===== src/rtl/dpt_pkg.sv =====
`default_nettype none
// +------------------------------------------------------------------+
// | dpt_pkg : shared types and helpers for double_pulse_trigger      |
// | Rev 1.0 : initial release                                        |
// +------------------------------------------------------------------+
package dpt_pkg;

  typedef enum logic [1:0] {
    IDLE  = 2'd0,
    GAP   = 2'd1,
    WAIT2 = 2'd2,
    HOLD  = 2'd3
  } dpt_state_e;

  localparam int LED_W = 7;

  // Bits needed to hold values 0..max_val (never less than one bit).
  function automatic int cnt_width(input int max_val);
    return (max_val < 1) ? 1 : $clog2(max_val + 1);
  endfunction

endpackage
`default_nettype wire


===== src/rtl/double_pulse_trigger_if.sv =====
`default_nettype none
// +------------------------------------------------------------------+
// | double_pulse_trigger_if : control inputs and trigger/LED outputs |
// | Rev 1.0 : initial release                                        |
// +------------------------------------------------------------------+
interface double_pulse_trigger_if
  import dpt_pkg::*;
#(
  parameter int DW = 16
);

  logic             Enable;
  logic             Disc;
  logic             Clr_Counts;
  logic             Trig_Single;
  logic             Trig_Double;
  logic [LED_W-1:0] LED_Single;
  logic [LED_W-1:0] LED_Double;
  logic [DW-1:0]    Delta;
  logic             Delta_Valid;

  modport master (
    output Enable, Disc, Clr_Counts,
    input  Trig_Single, Trig_Double, LED_Single, LED_Double, Delta, Delta_Valid
  );

  modport slave (
    input  Enable, Disc, Clr_Counts,
    output Trig_Single, Trig_Double, LED_Single, LED_Double, Delta, Delta_Valid
  );

endinterface
`default_nettype wire


===== src/rtl/pulse_stretcher.sv =====
`default_nettype none
// +------------------------------------------------------------------+
// | pulse_stretcher : start strobe -> TRIG_WIDTH-cycle pulse, reload |
// | Rev 1.0 : initial release                                        |
// +------------------------------------------------------------------+
module pulse_stretcher
  import dpt_pkg::*;
#(
  parameter int TRIG_WIDTH = 4
) (
  input  logic clk,
  input  logic rst,
  input  logic start_i,
  output logic pulse_o
);

  localparam int RW = cnt_width(TRIG_WIDTH);

  logic [RW-1:0] rem_q;
  logic          pulse_q;

  // rem_q counts the cycles still owed after the current one.
  always_ff @(posedge clk) begin
    if (rst) begin
      rem_q   <= '0;
      pulse_q <= 1'b0;
    end else if (start_i) begin
      rem_q   <= RW'(TRIG_WIDTH - 1);
      pulse_q <= 1'b1;
    end else if (rem_q != '0) begin
      rem_q   <= rem_q - 1'b1;
      pulse_q <= 1'b1;
    end else begin
      pulse_q <= 1'b0;
    end
  end

  assign pulse_o = pulse_q;

endmodule
`default_nettype wire


===== src/rtl/double_pulse_trigger.sv =====
`default_nettype none
// +------------------------------------------------------------------+
// | double_pulse_trigger : single/double pulse trigger with counters |
// | Optional DPT_SYNC_EN: two-flop synchronizer on Disc.             |
// | Rev 1.0 : initial release                                        |
// +------------------------------------------------------------------+
module double_pulse_trigger
  import dpt_pkg::*;
#(
  parameter int MIN_GAP    = 10,
  parameter int WINDOW     = 2500,
  parameter int TRIG_WIDTH = 4,
  parameter int HOLDOFF    = 125,
  parameter int DW         = 16
) (
  input  logic                   clk,
  input  logic                   rst,
  double_pulse_trigger_if.slave  bus_io
);

  localparam int CW = cnt_width((WINDOW > HOLDOFF) ? WINDOW : HOLDOFF);
  localparam logic [CW-1:0] c_window   = CW'(WINDOW);
  localparam logic [CW-1:0] c_holdoff  = CW'(HOLDOFF);
  localparam logic [CW-1:0] c_gap_last = CW'((MIN_GAP > 1) ? (MIN_GAP - 1) : 1);
  localparam bit            c_skip_gap = (MIN_GAP <= 1);

  logic w_disc;

`ifdef DPT_SYNC_EN
  logic [1:0] sync_q;

  always_ff @(posedge clk) begin
    if (rst) begin
      sync_q <= '0;
    end else begin
      sync_q <= {sync_q[0], bus_io.Disc};
    end
  end

  assign w_disc = sync_q[1];
`else
  assign w_disc = bus_io.Disc;
`endif

  dpt_state_e       state_q;
  logic [CW-1:0]    cnt_q;
  logic             disc_q;
  logic [DW-1:0]    delta_q;
  logic             delta_valid_q;
  logic [LED_W-1:0] led_single_q;
  logic [LED_W-1:0] led_double_q;

  logic w_rise;
  logic w_start_single;
  logic w_start_double;
  logic w_trig_single;
  logic w_trig_double;

  assign w_rise         = w_disc & ~disc_q;
  assign w_start_single = bus_io.Enable & (state_q == IDLE)  & w_rise;
  assign w_start_double = bus_io.Enable & (state_q == WAIT2) & w_rise;

  always_ff @(posedge clk) begin
    if (rst) begin
      state_q       <= IDLE;
      cnt_q         <= '0;
      disc_q        <= 1'b0;
      delta_q       <= '0;
      delta_valid_q <= 1'b0;
      led_single_q  <= '0;
      led_double_q  <= '0;
    end else begin
      disc_q        <= w_disc;
      delta_valid_q <= 1'b0;

      if (!bus_io.Enable) begin
        state_q <= IDLE;
        cnt_q   <= '0;
      end else begin
        case (state_q)
          IDLE: begin
            if (w_rise) begin
              state_q <= c_skip_gap ? WAIT2 : GAP;
              cnt_q   <= CW'(1);
            end
          end
          GAP: begin
            if (cnt_q >= c_gap_last) begin
              state_q <= WAIT2;
            end
            cnt_q <= cnt_q + 1'b1;
          end
          WAIT2: begin
            // A rise on the last window cycle still wins over the timeout.
            if (w_rise) begin
              state_q       <= HOLD;
              cnt_q         <= CW'(1);
              delta_q       <= DW'(cnt_q);
              delta_valid_q <= 1'b1;
            end else if (cnt_q >= c_window) begin
              state_q <= IDLE;
              cnt_q   <= '0;
            end else begin
              cnt_q <= cnt_q + 1'b1;
            end
          end
          HOLD: begin
            if (cnt_q >= c_holdoff) begin
              state_q <= IDLE;
              cnt_q   <= '0;
            end else begin
              cnt_q <= cnt_q + 1'b1;
            end
          end
          default: begin
            state_q <= IDLE;
            cnt_q   <= '0;
          end
        endcase
      end

      if (bus_io.Clr_Counts) begin
        led_single_q <= '0;
        led_double_q <= '0;
      end else begin
        if (w_start_single) begin
          led_single_q <= led_single_q + 1'b1;
        end
        if (w_start_double) begin
          led_double_q <= led_double_q + 1'b1;
        end
      end
    end
  end

  pulse_stretcher #(
    .TRIG_WIDTH (TRIG_WIDTH)
  ) u_single (
    .clk     (clk),
    .rst     (rst),
    .start_i (w_start_single),
    .pulse_o (w_trig_single)
  );

  pulse_stretcher #(
    .TRIG_WIDTH (TRIG_WIDTH)
  ) u_double (
    .clk     (clk),
    .rst     (rst),
    .start_i (w_start_double),
    .pulse_o (w_trig_double)
  );

  assign bus_io.Trig_Single = w_trig_single;
  assign bus_io.Trig_Double = w_trig_double;
  assign bus_io.LED_Single  = led_single_q;
  assign bus_io.LED_Double  = led_double_q;
  assign bus_io.Delta       = delta_q;
  assign bus_io.Delta_Valid = delta_valid_q;

endmodule
`default_nettype wire


===== src/flat_wrapper.sv =====
// flat-port wrapper written by rule: the top's interface ports become plain ports
module double_pulse_trigger_flat import dpt_pkg::*;
#(
  parameter int MIN_GAP    = 10,
  parameter int WINDOW     = 2500,
  parameter int TRIG_WIDTH = 4,
  parameter int HOLDOFF    = 125,
  parameter int DW         = 16
)
  (clk, rst, bus_io_Enable, bus_io_Disc, bus_io_Clr_Counts, bus_io_Trig_Single, bus_io_Trig_Double, bus_io_LED_Single, bus_io_LED_Double, bus_io_Delta, bus_io_Delta_Valid);
  double_pulse_trigger_if #(.DW(DW)) bus_io_i ();
  input  logic clk;
  input  logic rst;
  input wire logic [$bits(bus_io_i.Enable)-1:0] bus_io_Enable;
  input wire logic [$bits(bus_io_i.Disc)-1:0] bus_io_Disc;
  input wire logic [$bits(bus_io_i.Clr_Counts)-1:0] bus_io_Clr_Counts;
  output wire logic [$bits(bus_io_i.Trig_Single)-1:0] bus_io_Trig_Single;
  output wire logic [$bits(bus_io_i.Trig_Double)-1:0] bus_io_Trig_Double;
  output wire logic [$bits(bus_io_i.LED_Single)-1:0] bus_io_LED_Single;
  output wire logic [$bits(bus_io_i.LED_Double)-1:0] bus_io_LED_Double;
  output wire logic [$bits(bus_io_i.Delta)-1:0] bus_io_Delta;
  output wire logic [$bits(bus_io_i.Delta_Valid)-1:0] bus_io_Delta_Valid;
  assign bus_io_i.Enable = bus_io_Enable;
  assign bus_io_i.Disc = bus_io_Disc;
  assign bus_io_i.Clr_Counts = bus_io_Clr_Counts;
  assign bus_io_Trig_Single = bus_io_i.Trig_Single;
  assign bus_io_Trig_Double = bus_io_i.Trig_Double;
  assign bus_io_LED_Single = bus_io_i.LED_Single;
  assign bus_io_LED_Double = bus_io_i.LED_Double;
  assign bus_io_Delta = bus_io_i.Delta;
  assign bus_io_Delta_Valid = bus_io_i.Delta_Valid;
  double_pulse_trigger #(.MIN_GAP(MIN_GAP), .WINDOW(WINDOW), .TRIG_WIDTH(TRIG_WIDTH), .HOLDOFF(HOLDOFF), .DW(DW)) u_core (.clk(clk), .rst(rst), .bus_io(bus_io_i));
endmodule

===== config.mk =====
export PLATFORM = sky130hd
export DESIGN_NAME = double_pulse_trigger_flat
export DESIGN_NICKNAME = d
export VERILOG_FILES = /design/src/rtl/dpt_pkg.sv /design/src/rtl/double_pulse_trigger_if.sv /design/src/rtl/pulse_stretcher.sv /design/src/rtl/double_pulse_trigger.sv /design/src/flat_wrapper.sv
export SDC_FILE = /design/constraint.sdc
export NUM_CORES = 1
export LEC_CHECK = 0
export ABC_AREA = 1
export BUFFER_PORTS_ARGS = -buffer_cell sky130_fd_sc_hd__buf_2
export CAP_MARGIN = 20
export CORE_MARGIN = 3
export CORE_UTILIZATION = 56
export DETAILED_ROUTE_END_ITERATION = 16
export MAX_ROUTING_LAYER = met4
export PLACE_DENSITY = 0.91
export SLEW_MARGIN = 20
export SYNTH_ARGS = -nofsm -noshare
export SYNTH_HDL_FRONTEND = slang
export SYNTH_SLANG_ARGS = --single-unit

===== constraint.sdc =====
create_clock -name clk -period 1.6 [get_ports clk]
set_input_delay 0.08 -clock clk [delete_from_list [all_inputs] [get_ports clk]]
set_output_delay 0.08 -clock clk [all_outputs]
set_load 0.005 [all_outputs]

; Word level (Yosys, flattened, before mapping)
; Index checks and enable logic that the tools add are counted.
; Widths: inputs -> output; s select.
[word_totals]
ff_bits = 50
latch_bits = 0
mem_bits_rw = 0
mem_bits_ro = 0
inputBits = 5
out_inout_bits = 33
n_memories = 0
[classes]
n_addsub = 5
multipliers = 0
div_mod_pow = 0
order_cmp = 3
eq_ne = 7
n_shift = 0
n_mux = 20
bitwise_logic = 8
n_reduce_logical = 12
[op_table]
columns = cell, n
row1 = $mux 12, 4
row2 = $pmux 12 s4, 1
row3 = $mux 2, 9
row4 = $add 7x1->7 const B, 2
row5 = $add 12x1->12 const B, 1
row6 = $ge 12x12->1 const B, 1
row7 = $ge 12x4->1 const B, 1
row8 = $ge 12x7->1 const B, 1
row9 = $pmux 2 s4, 1
row10 = $reduce_or 2->1, 4
row11 = $ne 2x1->1 const B, 3
row12 = $reduce_bool 3->1, 2
row13 = $sub 3x1->3 const B, 2
row14 = $and 1x1->1, 5
row15 = $mux 1, 5
row16 = $eq 2x2->1 const B, 2
row17 = $reduce_and 4->1, 1
row18 = $reduce_bool 2->1, 2
row19 = $ne 3x2->1 const B, 1
row20 = $not 1->1, 3
row21 = $reduce_and 3->1, 1
row22 = $reduce_or 3->1, 1
row23 = $eq 2x1->1 const B, 1
row24 = $logic_not 2->1, 1

; Longest topological paths before layout
; Gate-level depths: netlist (run 1).
[depth]
depth_word = 4
ltp_mapped = 11
depth_no_buf = 11

; Modules after synthesis
; A second synthesis (run 1) with hierarchy kept.
[hier_totals]
cells_unflattened = 366
area_unflattened_um2 = 2536.2
[by_module_without_submodules]
columns = module, instances, cells_each, area_each_um2
row1 = double_pulse_trigger, 1, 310, 2123.3
row2 = pulse_stretcher, 2, 28, 206.4

; Least setup slack after synthesis (run 1)
; Ideal clock, no wire load.
[synth_timing]
path_kind = register to register
startpoint = register u_core.cnt_q[0]
endpoint = register u_core.cnt_q[3]
t_arrival_ns = 1.253
path_slack_ns = 0.215
stages_incl_launch_ff = 10
n_path_buf = 1
period_less_slack_ns = 1.385
path_cell_list = dfxtp_1 > inv_1 > ha_1 > nand2_1 > nand3_2 > a21boi_2 > nand2_1 > buf_6 > nand2_1 > a21oi_1
[synth_via]
elab_chain_cells = 4
word_cells_on_any_way = 7
classes_between = add/sub (1) / order compare (2) / mux (4)
[synth_lines]
columns = element, line_no
row1 = from (decl), double_pulse_trigger.sv:46  ; logic [CW-1:0] cnt_q;
row2 = from (signal assigned), double_pulse_trigger.sv:91  ; cnt_q <= cnt_q + 1'b1;
row3 = from (signal assigned), double_pulse_trigger.sv:104  ; cnt_q <= cnt_q + 1'b1;
row4 = from (signal assigned), double_pulse_trigger.sv:112  ; cnt_q <= cnt_q + 1'b1;
row5 = $add 12x1->12 or $ge 12x12->1 (tied branches), n/a
row6 = $mux 12, double_pulse_trigger.sv:100  ; end else if (cnt_q >= c_window) begin
row7 = $mux 12, double_pulse_trigger.sv:95  ; if (w_rise) begin
row8 = $pmux 12 s4 (*), double_pulse_trigger.sv:80  ; case (state_q)
; Every way passes the cells marked *; elsewhere a longest branch is shown, timed or not.
; A chain may end at the register's enable or synchronous reset.

; Final worst setup path (run 1)
[layout_timing]
startpoint = register u_core.cnt_q[0]
endpoint = register u_core.cnt_q[7]
; Same word-level chain as after synthesis.

==> metrics.md, run 1 <==
| Metric | Value |
|---|---|
| Syn_area_per_cell | between 7 and 8 µm² |
| Post-synthesis sequential area ratio | 0.396 |
| Path type of the worst min-delay path | primary input to flip-flop |
| Post-DRT Antenna Nets | 0 |
| Drt first pass iters | 5 |
| Yosys cell types | 33 |
| # diodes | 0 |
| Synth area leader | dfxtp_1 |
| CP Class | flip-flop to flip-flop |
| Final setup violating endpoints | 0 |
| Synth warn | 0 |
| H-tree levels | 2 |
| Drt wl/cell | 12.3 µm |
| Largest net degree at the start of global routing | 28 |
| Initial antenna violation count | 0 |
| Crit end category | flip-flop |
| Top post-synthesis cells by area | dfxtp_1 (40%), nand2_1 (9.7%), a21oi_1 (8.3%) |
| Total grt overflow | 0 |
| Hpwl dp | 4080 µm |
| Nets | between 400 and 500 |
| Part of the cycle the worst path needs | 0.914 |
| Port Buf Inserts | 33 |
| I/O Pins | 38 |
| Worst skew pair latency | 0.30 ns |
| Commonest non-fill, non-tap cell in the layout | nand2_1 |
| Fillers | 312 |
| Final RePlAce weighted congestion | 0.966 |
| Result of the run | completed |
| Yosys top cell area share | 0.396 |
| Area Growth Syn to Fin | 12.8% |
| Vias in the first global route | roughly 2100 |
| Cell Area, Placed | between 2000 and 3000 µm² |
| Syn Inst Count | 353 |
| Peak supply drop | roughly 0.47 mV |
| CP Launch Type | flip-flop |
| Fin. max-slew vios | 0 |
| Max Fclk | approximately 0.7 GHz |
| Clk buf depth | 2 |
| Total GRT Usage | 0.223 |
| Most frequent cells in the layout | nand2_1 (65), inv_1 (52), dfxtp_1 (48) |
| Worst-path maximum fanout | 6 |
| Hold_ws | roughly 0.045 ns |
| Root Buffer | clkbuf_8 |
| CTS tree | yes |
| WL final | around 5400 µm |
| Netlist Area Pre-Place | 2520 µm² |
| Num CTS Buffers | 5 |
| Final WS setup | 0.137 ns |
| Final Skew | 0.00464 ns |
| Sink Count | 50 |
| RSZ-0062 raised after global routing | yes |
| Initial Utilization | 0.605 |
| Post-Layout Cell Count | 443 |
| Design area | about 2800 µm² |
| Core footprint | 4170 µm² |
| Setup TNS | 0 ns |
| Pwr Density | between 900 and 1000 nW/µm² |
| Die Wd | 73.1 µm |
| Crit path DAT | 1.65 ns |
| Number of register bits inferred by synthesis | 50 |
| Full die area | roughly 5400 µm² |
| Pleak | around 1.3 nW |
| Worst EP required | between 1.5 and 2 ns |
| Clock slew at reported path FFs | ~0.1 ns |
| Layout cell share with drive strength beyond 1 | 0.196 |
| Placed instance count | 434 |
| DP Worst Slack | 0.0859 ns |
| Row cnt | 23 |
| Vias per cell | between 5 and 6 |
| Max Cap Viol | 0 |
| Routed vias | 2351 |
| DRC errors left | 0 |
| First-pass GRT wire length | 9200 µm |
| DRT iter0 DRCs | 237 |
| Final Hold Fails | 0 |
| Fin crit period | 1.46 ns |
| Die Ht | 73.1 µm |
==> synthesized netlist by cell type (all sizes together) <==
cell type and count:
buf 9, inv 57, xnor2 2, a41oi 1
o21ai 30, clkinv 1, nor4 3, nand3 15
dfxtp 50, o31ai 2, nand4 1, xor2 3
a21oi 43, and2 1, conb 1, nor2 46
nor3 5, ha 9, nand2 70, clkbuf 3
a21boi 1
==> through the flow <==
step / total power (W) / util
5_1_grt: 0.00294 / 0.683
6_report: 0.00277 / 0.683
2_1_floorplan: 0.00190 / -
3_5_place_dp: 0.00204 / 0.657
4_1_cts: 0.00279 / 0.679
3_3_place_gp: 0.00199 / 0.657
==> registers in the layout, summed over array words and instances, names as in the netlist <==
| name | flops |
|---|---|
| u_core.u_double.pulse_o | 1 |
| u_core.disc_q | 1 |
| u_core.u_single.pulse_o | 1 |
| u_core.u_double.rem_q | 3 |
| u_core.bus_io.Delta_Valid | 1 |
| u_core.bus_io.LED_Single | 7 |
| u_core.bus_io.LED_Double | 7 |
| u_core.state_q | 2 |
| u_core.u_single.rem_q | 3 |
| u_core.bus_io.Delta | 12 |
| u_core.cnt_q | 12 |
==> final timing paths <==
check                                        start                                    end  slack [ns]  depth (start not counted)
max                   u_core.cnt_q[0]$_SDFFE_PP0N_           u_core.cnt_q[7]$_SDFFE_PP0N_        0.14                          9
min                                    bus_io_Disc               u_core.disc_q$_SDFF_PP0_        0.05                          3
max reg2reg           u_core.cnt_q[0]$_SDFFE_PP0N_           u_core.cnt_q[7]$_SDFFE_PP0N_        0.14                          9
min reg2reg  u_core.u_double.rem_q[0]$_SDFFE_PP0P_  u_core.u_double.rem_q[0]$_SDFFE_PP0P_        0.47                          2
==> cells by family after synthesis <==
logic type,count (synthesis),synth area share
buffers and inverters,70,0.121
flip-flops,50,0.396
adder cells (fa/ha/maj),9,0.0446
AND/OR/NAND/NOR,141,0.258
AO/OA/AOI/OAI,77,0.162
XOR/XNOR,5,0.0173
other,1,0.00149
==> where the power goes <==
group / total, W / switching [W] / leakage [nW] / internal, W
clock: 0.000755 / 0.000442 / 0.0408 / 0.000313
combinational: 0.000615 / 0.000365 / 0.830 / 0.000250
sequential: 0.00140 / 0.0000527 / 0.407 / 0.00135
total: 0.00277 / 0.000860 / 1.28 / 0.00191
==> what timing repair did <==
action                     in CTS  in global routing
buffers inserted                0                  1
setup endpoints to repair       0                 14
hold buffers                    0                  0
gates resized for setup         0                  6
==> critical path: stages, from the launching register on <==
cell	delay, ns
dfxtp_4	0.38
inv_1	0.06
ha_1	0.19
nand2_1	0.10
nand3_2	0.10
a21boi_2	0.14
nand2_1	0.09
buf_4	0.17
nand2_1	0.07
a21oi_1	0.06
==> cell type report <==
class,instances,area (µm²),share of cell area
multi-input combinational,236,1230,0.433
sequential,50,1010,0.353
timing repair buffer,41,238,0.0834
inverter,58,218,0.0764
clock buffer,5,68.8,0.0242
tap,50,62.6,0.0220
clock inverter,3,23.8,0.00834
==> per-layer routing <==
metal,GRT usage,vias to the layer above,routed length [µm]
met5,-,-,0
met4,0.0635,0,74
met3,0.0441,10,268
met2,0.358,62,2560
met1,0.284,1095,2530
li1,-,1184,-
No activity file was read; power rests on OpenSTA's default activity.
==> run 2: changes to the inputs <==
--- a/config.mk
+++ b/config.mk
@@ -14,4 +14,5 @@
 export MAX_ROUTING_LAYER = met4
 export PLACE_DENSITY = 0.91
+export RECOVER_POWER = 100
 export SLEW_MARGIN = 20
 export SYNTH_ARGS = -nofsm -noshare
==> constraint.sdc (replaced) <==
create_clock -name clk -period 1.6 [get_ports clk]
set_input_delay 0.48 -clock clk [delete_from_list [all_inputs] [get_ports clk]]
set_output_delay 0.48 -clock clk [all_outputs]
set_load 0.005 [all_outputs]
==> metrics.md, run 2 (synthesized netlist as in run 1, its figures left out) <==
| Metric | Value |
|---|---|
| Result of the run | completed |
| Clk buf depth | 2 (unchanged) |
| Setup TNS | 0 ns (unchanged) |
| Design area | 2900 µm² (+1.6%) |
| Root Buffer | clkbuf_8 |
| Crit end category | flip-flop |
| Final RePlAce weighted congestion | 0.950 (-1.7%) |
| CTS tree | yes |
| Hpwl dp | 4240 µm (+3.9%) |
| Clock slew at reported path FFs | 0.09 ns (about the same) |
| Final WS setup | 0.123 ns (-0.0136 ns) |
| Fin crit period | 1.48 ns (+0.0136 ns) |
| Hold-fix buffers, CTS | 0 (unchanged) |
| H-tree levels | 2 (unchanged) |
| Peak supply drop | 0.440 mV (-5.7%) |
| Commonest non-fill, non-tap cell in the layout | nand2_1 |
| Port Buf Inserts | 33 (unchanged) |
| CP cell instances | buf_4, ha_2, inv_1, nor2_4, nand2_2, nor2_4, nand2_2, o21ai_2, nand2_1, a21oi_2 |
| Total GRT Usage | 0.235 (+0.0113) |
| Pleak | 1.27 nW (-0.46%) |
| CP Class | flip-flop to flip-flop |
| WL final | 5810 µm (+6.7%) |
| Sequential Area | 1000 µm² (-0.25%) |
| Die Wd | 73.1 µm (unchanged) |
| Fillers | 340 (+9.0%) |
| Largest net degree at the start of global routing | 29 (+3.6%) |
| CP max-delay cell | dfxtp_2 |
| Largest delay contributor family on the critical path | simple AND/OR/NAND/NOR gates |
| Layout cell share with drive strength beyond 1 | 0.178 (-0.0184) |
| Initial Utilization | 0.605 (unchanged) |
| Area Growth Syn to Fin | 14.7% |
| Initial antenna violation count | 0 (unchanged) |
| DP Worst Slack | 0.0723 ns (-0.0135 ns) |
| Sink Count | 50 (unchanged) |
| Max Fclk | 0.677 GHz (-0.92%) |
| Final Skew | 0.0104 ns (+0.00574 ns) |
| Hold_ws | 0.426 ns (+0.380 ns) |
| I/O Pins | 38 (unchanged) |
| Part of the cycle the worst path needs | 0.923 (+0.00850) |
| CP Launch Type | flip-flop |
| Max Cap Viol | 0 (unchanged) |
| Post-DRT Antenna Nets | 0 (unchanged) |
| Fin. max-slew vios | 0 (unchanged) |
| Worst EP required | 1.84 ns (+0.06 ns) |
| Worst Path Buf+Inv | 2 (unchanged) |
| Worst skew pair latency | 0.31 ns (about the same) |
| Final Hold Fails | 0 (unchanged) |
| Row cnt | 23 (unchanged) |
| Worst-path maximum fanout | 4 (-2) |
| # diodes | 0 (unchanged) |
| Core footprint | 4170 µm² (unchanged) |
| Pwr Density | 978 nW/µm² (+0.53%) |
| Full die area | 5350 µm² (unchanged) |
| Cell Area, Placed | 2800 µm² (+2.2%) |
| Routed vias | 2382 (+1.3%) |
| Drt wl/cell | 12.9 µm (+5.0%) |
| Vias in the first global route | 2134 (+1.2%) |
| Nets | 413 (+1.7%) |
| Total grt overflow | 0 (unchanged) |
| Most frequent cells in the layout | nand2_1 (65), inv_1 (53), dfxtp_1 (48) |
| First-pass GRT wire length | 9540 µm (+3.7%) |
| Crit path DAT | 1.72 ns (+0.07 ns) |
| Num CTS Buffers | 5 (unchanged) |
| Vias per cell | 5.29 (-0.26%) |
| Final setup violating endpoints | 0 (unchanged) |
| Drt first pass iters | 5 (unchanged) |
| Largest stage delay on the critical path | 0.37 ns (about the same) |
| DRT iter0 DRCs | 146 (-38%) |
| Die Ht | 73.1 µm (unchanged) |
| DRC errors left | 0 (unchanged) |
| Path type of the worst min-delay path | primary input to flip-flop |
| Multi-input logic area | 1230 µm² (+0.10%) |
==> run 2: changes by cell type in the layout (fill, tap and decap cells not counted), sizes merged <==
cell | before | now
clkbuf | 5 | 19
buf | 41 | 36
clkinv | 1 | 2
inv | 58 | 57
clkinvlp | 2 | 0
==> run 2: worst paths after layout <==
kind,from,endpoint,slack (ns),cells after the start
worst max-delay path,u_core.cnt_q[0]$_SDFFE_PP0N_,u_core.cnt_q[10]$_SDFFE_PP0N_,0.12,10
worst min-delay path,rst,u_core.u_single.rem_q[1]$_SDFFE_PP0P_,0.43,2
worst max register to register,u_core.cnt_q[0]$_SDFFE_PP0N_,u_core.cnt_q[10]$_SDFFE_PP0N_,0.12,10
worst min register to register,u_core.u_double.rem_q[0]$_SDFFE_PP0P_,u_core.u_double.rem_q[0]$_SDFFE_PP0P_,0.48,2
==> run 2: metrics by stage <==
stage / util / cells / power, W
2_1_floorplan: - / 356 / 0.00190
3_3_place_gp: 0.671 / 442 / 0.00202
3_5_place_dp: 0.671 / 442 / 0.00205
4_1_cts: 0.697 / 450 / 0.00285
5_1_grt: 0.694 / 450 / 0.00302
6_report: 0.694 / 450 / 0.00283
==> run 2: repair_timing <==
action	4_1_cts	5_1_grt
setup buffers	0	0
gates resized for setup	0	6
setup endpoints to repair	0	5
==> run 2: layer usage <==
metal  up-vias  share of wire  GRT usage
li1       1197              -          -
met1      1079           0.46      0.302
met2        95           0.46      0.357
met3        11          0.064     0.0565
met4         0          0.019     0.0861
met5         -              0          -
==> run 2: cell type report <==
class / instances / share of cell area
Sequential cell: 50 / 0.347
Timing Repair Buffer: 48 / 0.0942
Clock inverter: 1 / 0.00303
Inverter: 58 / 0.0752
Tap cell: 50 / 0.0216
Multi-Input combinational cell: 236 / 0.426
Clock buffer: 7 / 0.0333
==> run 2: where the power goes <==
part / internal [W] / switching, W
Clock: 0.000397 / 0.000417
Combinational: 0.000254 / 0.000363
Sequential: 0.00135 / 0.0000523
Total: 0.00200 / 0.000832
==> run 3: changes to the inputs <==
ABC_AREA = not set   (was 1)
==> metrics.md, run 3 <==
| Metric | Value |
|---|---|
| Num CTS Buffers | 5 (unchanged) |
| Int Pwr | 0.00205 W (+2.4%) |
| Layout cell share with drive strength beyond 1 | 0.265 (+0.0878) |
| Hpwl dp | 4070 µm (-3.9%) |
| Vias in the first global route | 2151 (+0.80%) |
| DRC errors left | 0 (unchanged) |
| Area Growth Syn to Fin | 22.3% |
| Pleak | 1.18 nW (-7.1%) |
| RSZ-0062 raised after global routing | yes |
| Max Cap Viol | 0 (unchanged) |
| Number of register bits inferred by synthesis | 50 (unchanged) |
| CP max-delay cell | or4b_4 |
| Fin. max-slew vios | 0 (unchanged) |
| Hold_ws | 0.450 ns (+0.0243 ns) |
| Peak supply drop | 0.466 mV (+5.8%) |
| Most frequent cells after synthesis | dfxtp_1 (50), nand2_1 (49), nor2_1 (22), a21oi_1 (21), xnor2_1 (13) |
| CP Class | flip-flop to flip-flop |
| Count leader, synth | dfxtp_1 |
| Root Buffer | clkbuf_8 |
| Final Power | 0.00282 W (-0.42%) |
| Synth warn | 0 (unchanged) |
| Total grt overflow | 0 (unchanged) |
| Final Skew | 0.00579 ns (-0.00460 ns) |
| Syn_area_per_cell | 8.40 µm² (+17%) |
| CP startpoint | u_core.cnt_q[10]$_SDFFE_PP0N_ |
| Result of the run | finished with violations |
| Part of the cycle the worst path needs | 1.18 (+0.256) |
| Number of synthesized flops with an enable pin | 0 (unchanged) |
| Max Fclk | 0.530 GHz (-22%) |
| H-tree levels | 2 (unchanged) |
| Top post-synthesis cells by area | dfxtp_1 (42%), nand2_1 (7.7%), xnor2_1 (4.8%) |
| Post-DRT Antenna Nets | 0 (unchanged) |
| # diodes | 0 (unchanged) |
| Worst-path maximum fanout | 2 (-2) |
| Final Hold Fails | 0 (unchanged) |
| Crit path DAT | 2.12 ns (+0.40 ns) |
| Failing checks | setup timing |
| Reg power frac | 0.490 (-0.005) |
| Final setup violating endpoints | 31 (+31) |
| Path type of the worst min-delay path | primary input to flip-flop |
| Synth Flop Type | dfxtp_1 |
| Gate power share | 0.198 (-0.020) |
| Worst Tran Pin Value | 0.552 ns |
| Clock network fraction of total power | 0.312 (+0.025) |
| Yosys cell types | 42 (+27%) |
| Full die area | 5060 µm² (-5.4%) |
| Clk buf depth | 2 (unchanged) |
| Worst EP required | 1.83 ns (about the same) |
| Initial Utilization | 0.586 (-0.0195) |
| CP cell instances | or4b_4, nor3_4, a221o_1, or3b_1, a31oi_1 |
| Core footprint | 4060 µm² (-2.8%) |
| First-pass GRT wire length | 9650 µm (+1.2%) |
| DRT iter0 DRCs | 170 (+16%) |
| Die Wd | 71.1 µm (-2.7%) |
| R2R depth | 5 (-5) |
| Most frequent cells in the layout | nand2_1 (49), dfxtp_1 (47), buf_4 (29) |
| Design area | 2910 µm² (+0.35%) |
| Clock slew at reported path FFs | 0.09 ns (about the same) |
| Yosys top cell area share | 0.421 (+0.0248) |
| Largest net degree at the start of global routing | 23 (-21%) |
| I/O Pins | 38 (unchanged) |
| Port Buf Inserts | 33 (unchanged) |
| Reg-to-reg startpoint | u_core.cnt_q[10]$_SDFFE_PP0N_ |
| Reg2Reg Setup Slack | -0.29 ns (-0.41 ns) |
| Largest stage delay on the critical path | 0.55 ns (+0.18 ns) |
| Vias per cell | 5.77 (+8.9%) |
| Max-slew headroom | 0.629 |
| Pwr Density | 970 nW/µm² (-0.76%) |
| Sink Count | 50 (unchanged) |
| WL final | 6040 µm (+4.1%) |
| Final WS setup | -0.287 ns (-0.410 ns) |
| Netlist Area Pre-Place | 2380 µm² (-5.9%) |
| Synth area leader | dfxtp_1 |
| Crit end category | flip-flop |
| Sw Share | 0.274 (-0.0196) |
| Cell Area, Placed | 2760 µm² (-1.6%) |
| Sw Pwr | 0.000773 W (-7.1%) |
| Die Ht | 71.1 µm (-2.7%) |
| Worst skew pair latency | 0.31 ns (about the same) |
| Post-synthesis async set-or-reset flop share | 0 (unchanged) |
| Fin crit period | 1.89 ns (+0.410 ns) |
| Initial antenna violation count | 0 (unchanged) |
| Setup crit end | u_core.cnt_q[9]$_SDFFE_PP0N_ |
| Routed vias | 2266 (-4.9%) |
| Syn Inst Count | 283 (-20%) |
| CTS tree | yes |
| Worst R2R End | u_core.cnt_q[9]$_SDFFE_PP0N_ |
| Post-synthesis sequential area ratio | 0.421 (+0.0248) |
| Total GRT Usage | 0.248 (+0.0133) |
| Row cnt | 23 (unchanged) |
| CP Launch Type | flip-flop |
| Drt first pass iters | 5 (unchanged) |
| Commonest non-fill, non-tap cell in the layout | nand2_1 |
| Final RePlAce weighted congestion | 0.871 (-8.2%) |
| Nets | 356 (-14%) |
| Drt wl/cell | 15.4 µm (+19%) |
run 3: logic make-up after synthesis:
logic type	share of synthesized area
other	0.00158
multiplexers	0.00843
buffers and inverters	0.0721
adder cells (fa/ha/maj)	0.0474
AND/OR/NAND/NOR	0.261
XOR/XNOR	0.0700
flip-flops	0.421
AO/OA/AOI/OAI	0.118
run 3: area by class of cell:
type,instances,area (µm²)
repair buffers,68,403
fillers,274,1150
clock buffers,7,76.3
multi-input cells,205,1280
inverters,12,45.0
clock inverters,1,30.0
well taps,50,62.6
flip-flops and latches,50,1000
run 3: worst min-delay path by stage:
stage	startpoint	endpoint	slack (ns)	cells after the start
after floorplan	u_core.bus_io.Delta[0]$_SDFFE_PP0P_	u_core.bus_io.Delta[0]$_SDFFE_PP0P_	0.45	2
after global placement	u_core.bus_io.Delta[3]$_SDFFE_PP0P_	u_core.bus_io.Delta[3]$_SDFFE_PP0P_	0.44	2
after detailed placement	u_core.bus_io.Delta[9]$_SDFFE_PP0P_	u_core.bus_io.Delta[9]$_SDFFE_PP0P_	0.45	2
after CTS	bus_io_Disc	u_core.disc_q$_SDFF_PP0_	0.45	2
after global routing	bus_io_Disc	u_core.disc_q$_SDFF_PP0_	0.47	2
final	bus_io_Disc	u_core.disc_q$_SDFF_PP0_	0.45	2
run 3: what timing repair did:
action / CTS / global route
pin swaps: 2 / 6
endpoints found under the setup margin: 14 / 23
gates cloned: 0 / 0
resized for setup: 3 / 14
hold buffers: 0 / 0
buffers inserted: 1 / 2
run 3: stage by stage:
stage	instances	setup slack [ns]	util	TNS (ns)
finish	393	-0.287	0.716	-4.11
global placement	384	-0.123	0.680	-1.02
CTS	393	-0.255	0.714	-2.16
global route	393	-0.305	0.716	-6.55
detailed placement	384	-0.194	0.680	-1.62
floorplan	286	-0.217	-	-1.08
run 3: worst max-delay path, delay by kind of cell (launching register included):
family	cells	cell delay, ns
AO/OA/AOI/OAI	2	0.37
flip-flops	1	0.33
AND/OR/NAND/NOR	3	1.12
run 3: power by group through the flow:
stage / combinational [W] / sequential (W) / clock [W]
after floorplan: 0.000401 / 0.00141 / 0
after global placement: 0.000487 / 0.00141 / 0
after detailed placement: 0.000521 / 0.00141 / 0
after CTS: 0.000544 / 0.00138 / 0.000874
after global routing: 0.000631 / 0.00139 / 0.000932
final: 0.000557 / 0.00138 / 0.000880
run 3: metal layers:
metal,up-vias,GRT usage,part of all wire
li1,1060,-,-
met1,1064,0.261,0.39
met2,104,0.454,0.51
met3,38,0.0554,0.060
met4,0,0.0814,0.043
met5,-,-,0
